$ cat src/rtl/div_seq.sv
// div_seq: sequences one signed/unsigned division through an external 32-step unsigned
// Divider, with zero-divisor and large-unsigned-divisor shortcuts and Euclidean sign fix-up.
`timescale 1ns/1ps
`default_nettype none

module div_seq #(
   parameter int W       = 32,
   parameter int TIMEOUT = 40
) (
   input  logic         clk,
   input  logic         rst,
   input  logic         start,
   input  logic         sgn,
   input  logic [W-1:0] x,
   input  logic [W-1:0] y,
   output logic         busy,
   output logic         done,
   output logic         dz,
   output logic         err,
   output logic [W-1:0] quot,
   output logic [W-1:0] rem,
   output logic         div_run,
   output logic [W-1:0] div_x,
   output logic [W-1:0] div_y,
   input  logic         div_stall,
   input  logic [W-1:0] div_quot,
   input  logic [W-1:0] div_rem
);

   localparam int CW = $clog2(TIMEOUT);
   localparam logic [CW-1:0] C_LAST = CW'(TIMEOUT - 1);

   typedef enum logic [1:0] {
      S_IDLE = 2'd0,
      S_RUN  = 2'd1,
      S_FIX  = 2'd2
   } state_t;

   state_t        state_q;
   logic          busy_q, done_q, dz_q, err_q, run_q;
   logic          sx_q, sy_q;
   logic [CW-1:0] c_q;
   logic [W-1:0]  quot_q, rem_q, div_x_q, div_y_q, q0_q, r0_q;

   // Start-time decode, evaluated against the live inputs in IDLE
   logic          sx_d, sy_d, y_zero_d, ufast_d, uge_d;
   logic [W-1:0]  abs_x_d, abs_y_d;

   assign sx_d     = sgn & x[W-1];
   assign sy_d     = sgn & y[W-1];
   assign abs_x_d  = sx_d ? -x : x;
   assign abs_y_d  = sy_d ? -y : y;
   assign y_zero_d = (y == '0);
   assign ufast_d  = ~sgn & y[W-1];
   assign uge_d    = (x >= y);

   // Euclidean correction: a negative dividend with nonzero remainder rounds the magnitude up
   logic          adj_d;
   logic [W-1:0]  qm_d, qfix_d, rfix_d;

   assign adj_d  = sx_q & (r0_q != '0);
   assign qm_d   = q0_q + {{(W-1){1'b0}}, adj_d};
   assign rfix_d = adj_d ? (div_y_q - r0_q) : r0_q;
   assign qfix_d = (sx_q ^ sy_q) ? -qm_d : qm_d;

   always_ff @(posedge clk or negedge rst) begin
      if (!rst) begin
         state_q <= S_IDLE;
         busy_q  <= 1'b0;
         done_q  <= 1'b0;
         dz_q    <= 1'b0;
         err_q   <= 1'b0;
         run_q   <= 1'b0;
         sx_q    <= 1'b0;
         sy_q    <= 1'b0;
         c_q     <= '0;
         quot_q  <= '0;
         rem_q   <= '0;
         div_x_q <= '0;
         div_y_q <= '0;
         q0_q    <= '0;
         r0_q    <= '0;
      end else begin
         done_q <= 1'b0;
         case (state_q)
            S_IDLE: begin
               if (start) begin
                  if (y_zero_d) begin
                     quot_q <= '1;
                     rem_q  <= x;
                     dz_q   <= 1'b1;
                     err_q  <= 1'b0;
                     done_q <= 1'b1;
                  end else if (ufast_d) begin
                     quot_q <= {{(W-1){1'b0}}, uge_d};
                     rem_q  <= uge_d ? (x - y) : x;
                     dz_q   <= 1'b0;
                     err_q  <= 1'b0;
                     done_q <= 1'b1;
                  end else begin
                     sx_q    <= sx_d;
                     sy_q    <= sy_d;
                     div_x_q <= abs_x_d;
                     div_y_q <= abs_y_d;
                     dz_q    <= 1'b0;
                     err_q   <= 1'b0;
                     c_q     <= '0;
                     run_q   <= 1'b1;
                     busy_q  <= 1'b1;
                     state_q <= S_RUN;
                  end
               end
            end
            S_RUN: begin
               c_q <= c_q + 1'b1;
               if (!div_stall) begin
                  q0_q    <= div_quot;
                  r0_q    <= div_rem;
                  run_q   <= 1'b0;
                  state_q <= S_FIX;
               end else if (c_q == C_LAST) begin
                  err_q   <= 1'b1;
                  quot_q  <= '0;
                  rem_q   <= '0;
                  done_q  <= 1'b1;
                  run_q   <= 1'b0;
                  busy_q  <= 1'b0;
                  state_q <= S_IDLE;
               end
            end
            S_FIX: begin
               quot_q  <= qfix_d;
               rem_q   <= rfix_d;
               done_q  <= 1'b1;
               busy_q  <= 1'b0;
               state_q <= S_IDLE;
            end
            default: begin
               run_q   <= 1'b0;
               busy_q  <= 1'b0;
               state_q <= S_IDLE;
            end
         endcase
      end
   end

   assign busy    = busy_q;
   assign done    = done_q;
   assign dz      = dz_q;
   assign err     = err_q;
   assign quot    = quot_q;
   assign rem     = rem_q;
   assign div_run = run_q;
   assign div_x   = div_x_q;
   assign div_y   = div_y_q;

endmodule

`default_nettype wire

$ cat config.mk
export PLATFORM = sky130hd
export DESIGN_NAME = div_seq
export DESIGN_NICKNAME = d
export VERILOG_FILES = /design/src/rtl/div_seq.sv
export SDC_FILE = /design/constraint.sdc
export NUM_CORES = 1
export LEC_CHECK = 0
export ABC_AREA = 0
export BUFFER_PORTS_ARGS = -buffer_cell sky130_fd_sc_hd__clkbuf_2
export CAP_MARGIN = 40
export CELL_PAD_IN_SITES_DETAIL_PLACEMENT = 1
export CELL_PAD_IN_SITES_GLOBAL_PLACEMENT = 1
export CORE_MARGIN = 2
export CORE_UTILIZATION = 43
export CTS_CLUSTER_DIAMETER = 120
export DETAILED_ROUTE_END_ITERATION = 7
export GPL_TIMING_DRIVEN = 0
export MAX_ROUTING_LAYER = met4
export PLACE_DENSITY = 0.9
export SYNTH_ARGS = -nofsm -noshare
export SYNTH_HDL_FRONTEND = slang
export SYNTH_SLANG_ARGS = --single-unit
export TNS_END_PERCENT = 50
$ cat constraint.sdc
create_clock -name clk -period 4.8 [get_ports clk]
set_clock_uncertainty 0.15 [all_clocks]
set_input_delay 1.44 -clock clk [delete_from_list [all_inputs] [get_ports clk]]
set_output_delay 1.44 -clock clk [all_outputs]
set_load 0.01 [all_outputs]
Word level (Yosys, flattened, before mapping). Index checks and enable logic that the tools add are counted.

Magnitude comparators: 1. Muxes and demuxes: 44. Bitwise operators: 10. Equality and inequality tests: 10. Reductions and logical operators: 14. Add/subtract/negate cells: 7.

Operators by type and width (number): 2-to-1 mux 32 bit (13); case mux 32 bit (3 select lines) (2); negator 32 bit (3); subtractor 32 bit (2); adder 32 x 1 -> 32 bit (1); >= comparator 32 bit (1); logical NOT 32 bit (1); nonzero test 32 bit (1); 2-to-1 mux 6 bit (3); AND reduction 4 bit (4); 2-to-1 mux 1 bit (15); AND reduction 5 bit (3); case mux 6 bit (2 select lines) (1); 2-to-1 mux 2 bit (5); != test 2 bit, second input constant (5); adder 6 x 1 -> 6 bit, second input constant (1); == test 6 bit, second input constant (1); != test 3 bit, second input constant (2); case mux 1 bit (3 select lines) (2); inverter 1 bit (5); AND 1 bit (4); case mux 1 bit (2 select lines) (2); case mux 2 bit (2 select lines) (1); AND reduction 2 bit (2); other kinds (6) (6).

Output and inout port bits: 133. Input port bits: 133. Word-level logic and storage cells: 101. Register bits: 207.

Depth between registers and ports, before layout.
Depth after elaboration: 6. Gate-level depth with buffers: 19. Mapped depth without buffers: 15.

Least setup slack after synthesis. No wires, ideal clock.

Kind: register to register. Start: reg r0_q[31]. End: reg quot_q[30] (netlist: quot[30]). Arrival time: 4.106 ns. Setup slack: 0.459 ns. Clock period less this slack: 4.341 ns. Data required time: 4.564 ns. Cell stages (with the launch flop): 20. Path buffers: 4. Library setup time: 0.086 ns. Path through: dfrtp_1 > nor4_1 > nand4_1 > o21ai_0 > clkbuf_1 > inv_1 > clkbuf_1 > ha_1 > ha_1 > buf_4 > nand4_1 > nor2_1 > xnor2_1 > o2111ai_1 > and3b_1 > buf_2 > nand3_1 > o31ai_1 > mux2_2 > nor3_1.

Word-level cells in the longest chain between the ends: 6.

RTL lines: start: declaration (line 43) `logic [W-1:0] quot_q, rem_q, div_x_q, div_y_q, q0_q, r0_q;`; start signal: assignment (line 118) `r0_q <= div_rem;`; nonzero test 32 bit * (line 61) `assign adj_d = sx_q & (r0_q != '0);`; AND 1 bit * (line 61); adder 32 x 1 -> 32 bit * (line 62) `assign qm_d = q0_q + {{(W-1){1'b0}}, adj_d};`; negator 32 bit (line 64) `assign qfix_d = (sx_q ^ sy_q) ? -qm_d : qm_d;`; 2-to-1 mux 32 bit * (line 64); case mux 32 bit (3 select lines) * (line 85) `case (state_q)`; end signal: assignment (line 95) `quot_q <= {{(W-1){1'b0}}, uge_d};`; end signal: assignment (line 132) `quot_q <= qfix_d;`; end: declaration (line 43).

Every way passes the cells marked *; elsewhere a longest branch is shown, timed or not. A chain may end at the register's enable or synchronous reset.

Worst setup path in the final report.
Start: reg r0_q[0]. End: reg quot_q[30] (netlist: quot[30]).

The elaborated chain is that of the path after synthesis.

==> metrics.yaml <==
cp_slowest_cell: "dfrtp_2"
numCtsBuffers: 26
syn-instance-count: 1945
max_freq_mhz: 212
ys_seq_area_share_pct: 32.8
initialDrtViolationCount: 1014
fp.dieH_um: 196
cts_tree: "yes"
crit_path_max_incr_delay_ps: 470
vdd_drop_max_mv: 0.317
cp.buffers_inverters: 4
grt_max_degree: 110
post-route-util_pct: 51.8
power_w: 0.0139
synth_top_area_share_pct: 32.8
h-tree-depth: 1
ys_top_cells_by_area: "dfrtp_1, o21ai_0, xnor2_1, ha_1, nand2_1"
cp-start-kind: "register"
crit_fanout: 10
yosys.area.top_type: "dfrtp_1"
routed_wl_um: 68100
slew_violations: 0
rrSetupSlack_ps: 90
dr.pass1.iters: 5
drv_cap: 0
synthArstFlopShare_pct: 100
met3_length_um: 3950
worst_setup_path_end_kind: "register"
hold_path.startpoint: "div_x[28]$_DFFE_PN0P_"
cts_hold_buf: 0
syn2layout_area_growth_pct: 19.5
rows: 70
slew-limit-headroom_pct: 39.3
grt_pass1_vias: 17900
clock_latency_ps: 570
core_sq_um: 36400
critical_path_depth: 18
route.detailed.drc: 0
die-area_sq_um: 38300
clock_path_buffers: 3
reg2reg_depth: 18
power.density_nw_per_um2: 736
hold_end: "div_x[28]$_DFFE_PN0P_"
synth_seq_cells: 207
die_w_um: 196
path_cells: "nor4_4 > nand4_1 > o21ai_2 > buf_4 > clkinvlp_4 > ha_1 > ha_1 > buf_4 > nand3_1 > xnor2_1 > nor3b_4 > o2111ai_4 > and3b_1 > buf_2 > nand3_2 > o31ai_2 > mux2_2 > nor3_1"
dr_wl_met2_um: 33000
worstHoldPathType: "reg2reg"
cts.sinks: 207
fin_crit_sh_pct: 98.1
leakage_nw: 8.46
timing.final.ws_setup_ps: 93.5
boundaryPins: 266
dpl.hpwl_um: 52400
r2r_end: "quot[30]$_DFFE_PN0P_"
critPathTopFamily: "simple AND/OR/NAND/NOR gates"
grt_pass1_wl_um: 104000
synth_nets: 2153
dominantRegCellSynth: "dfrtp_1"
gp_congestion: 0.977
portBuffers: 265
tightest_slew_ps: 911
wl_met1_um: 27700
pre_cts_ws_ps: -1280
finalSetupViolations: 0
fin_tns_setup_ps: 0
clk_pin_slew_ps: 60
synth-edff-count: 0
rr_startpoint: "r0_q[0]$_DFFE_PN0P_"
vias_per_cell: 6.09
period_minus_slack_ps: 4710
syn_area_per_cell_sq_um: 8.12
track_usage_pct: 36.0
initial_core_util_pct: 43.4
wl_per_cell_um: 24.8
hold_viol: 0
cp_data_arrival_time_ps: 5040
drive_gt1_share_pct: 19.3
synth_cell_types: 91
fillCellCount: 4538
routed.top_layer: "met4"
vias: 16700
whs_path_depth: 2
cp.required_ps: 5130
overflow: 0
clockRootBuffer: "clkbuf_16"
yosysMostFrequentCell: "nand2_1"
netlist_area_sq_um: 15800
postRouteAntennaNets: 0
status: "completed"
synth_common_cells: "nand2_1, dfrtp_1, o21ai_0, nor2_1, a21oi_1"
worst-setup-path-type: "reg2reg"
nets: 2458
grt_antenna_before_repair: 2
yosys_warnings: 0
## what timing repair did
action                     in CTS  in global routing
setup endpoints to repair      27                 13
gates resized for setup        13                 10
pin swaps                       1                  4
buffers inserted                3                  3
## cell families after synthesis
logic type      synth area share (%)
simple gates                    20.9
compound gates                  23.7
buf+inv                         5.40
flops                           32.8
xor+xnor                        8.15
fa+ha+maj                       6.04
mux                             2.99
## state kept, by name (all words and copies together), names as in the netlist
register,flops
div_x,32
div_y,32
c_q,6
sy_q,1
sx_q,1
busy,1
r0_q,32
state_q,2
dz,1
err,1
done,1
div_run,1
q0_q,32
quot,32
rem,32
## power by group
| part | internal, W | switching (W) |
|---|---|---|
| Sequential | 0.00260 | 0.000928 |
| Combinational | 0.00304 | 0.00519 |
| Clock | 0.00130 | 0.000843 |
## layout by cell type, fill, tap and decap left out, drive strengths merged, types with 18 or more instances in the layout
cell type  Yosys  layout
dfrtp        207     207
inv           99      98
mux2          26      26
nand3         52      52
nor2         153     153
clkbuf        65     362
a21o          23      23
a21oi        147     147
a31oi         35      35
a211oi        19      19
o31ai         31      31
xor2          41      41
nor4          33      33
mux2i         18      18
nor3          50      50
and3          22      22
nand2        238     238
buf           42      55
nand4         23      23
ha            73      73
xnor2        106     106
o21ai        195     195
and2          20      20
## worst register-to-register path: cells and delay by family (launching register included)
kind	cells	cell delay (ps)
buf+inv	4	710
xor+xnor	1	170
mux	1	360
fa+ha+maj	2	510
compound gates	3	740
flops	1	470
simple gates	7	1510
## final cells by class
type / count / area [sq um] / share of cell area, %
antenna: 2 / 5.00 / 0.0265
sequential: 207 / 5180 / 27.5
tap: 468 / 586 / 3.10
multi-input combinational: 1531 / 9860 / 52.2
clock buffer: 34 / 742 / 3.93
timing repair buffer: 278 / 1460 / 7.73
buffer: 106 / 478 / 2.53
inverter: 100 / 379 / 2.01
clock inverter: 13 / 184 / 0.974
## layer usage
layer / up-vias / GRT usage (%)
met1: 8271 / 43.2
met3: 187 / 3.92
li1: 7603 / -
met5: - / -
met4: 0 / 16.7
met2: 607 / 61.3
## through the flow
step	cell area, sq um	hold WS (ps)	cells
final	18900	339	2739
after global placement	17700	318	2678
after floorplan	15800	327	1945
after detailed placement	17800	328	2684
after global routing	18900	372	2739
after CTS	18800	348	2733
## how the worst max path moves through the flow
| stage | from | end | slack, ps |
|---|---|---|---|
| 2_1_floorplan | r0_q[31]$_DFFE_PN0P_ | quot[30]$_DFFE_PN0P_ | 460 |
| 3_3_place_gp | rst | div_x[29]$_DFFE_PN0P_ | -2010 |
| 3_5_place_dp | r0_q[1]$_DFFE_PN0P_ | quot[30]$_DFFE_PN0P_ | -1280 |
| 4_1_cts | x[0] | rem[9]$_DFFE_PN0P_ | 10 |
| 5_1_grt | r0_q[0]$_DFFE_PN0P_ | quot[30]$_DFFE_PN0P_ | -40 |
| 6_report | r0_q[0]$_DFFE_PN0P_ | quot[30]$_DFFE_PN0P_ | 90 |
Power figures use the tool's default switching activity.
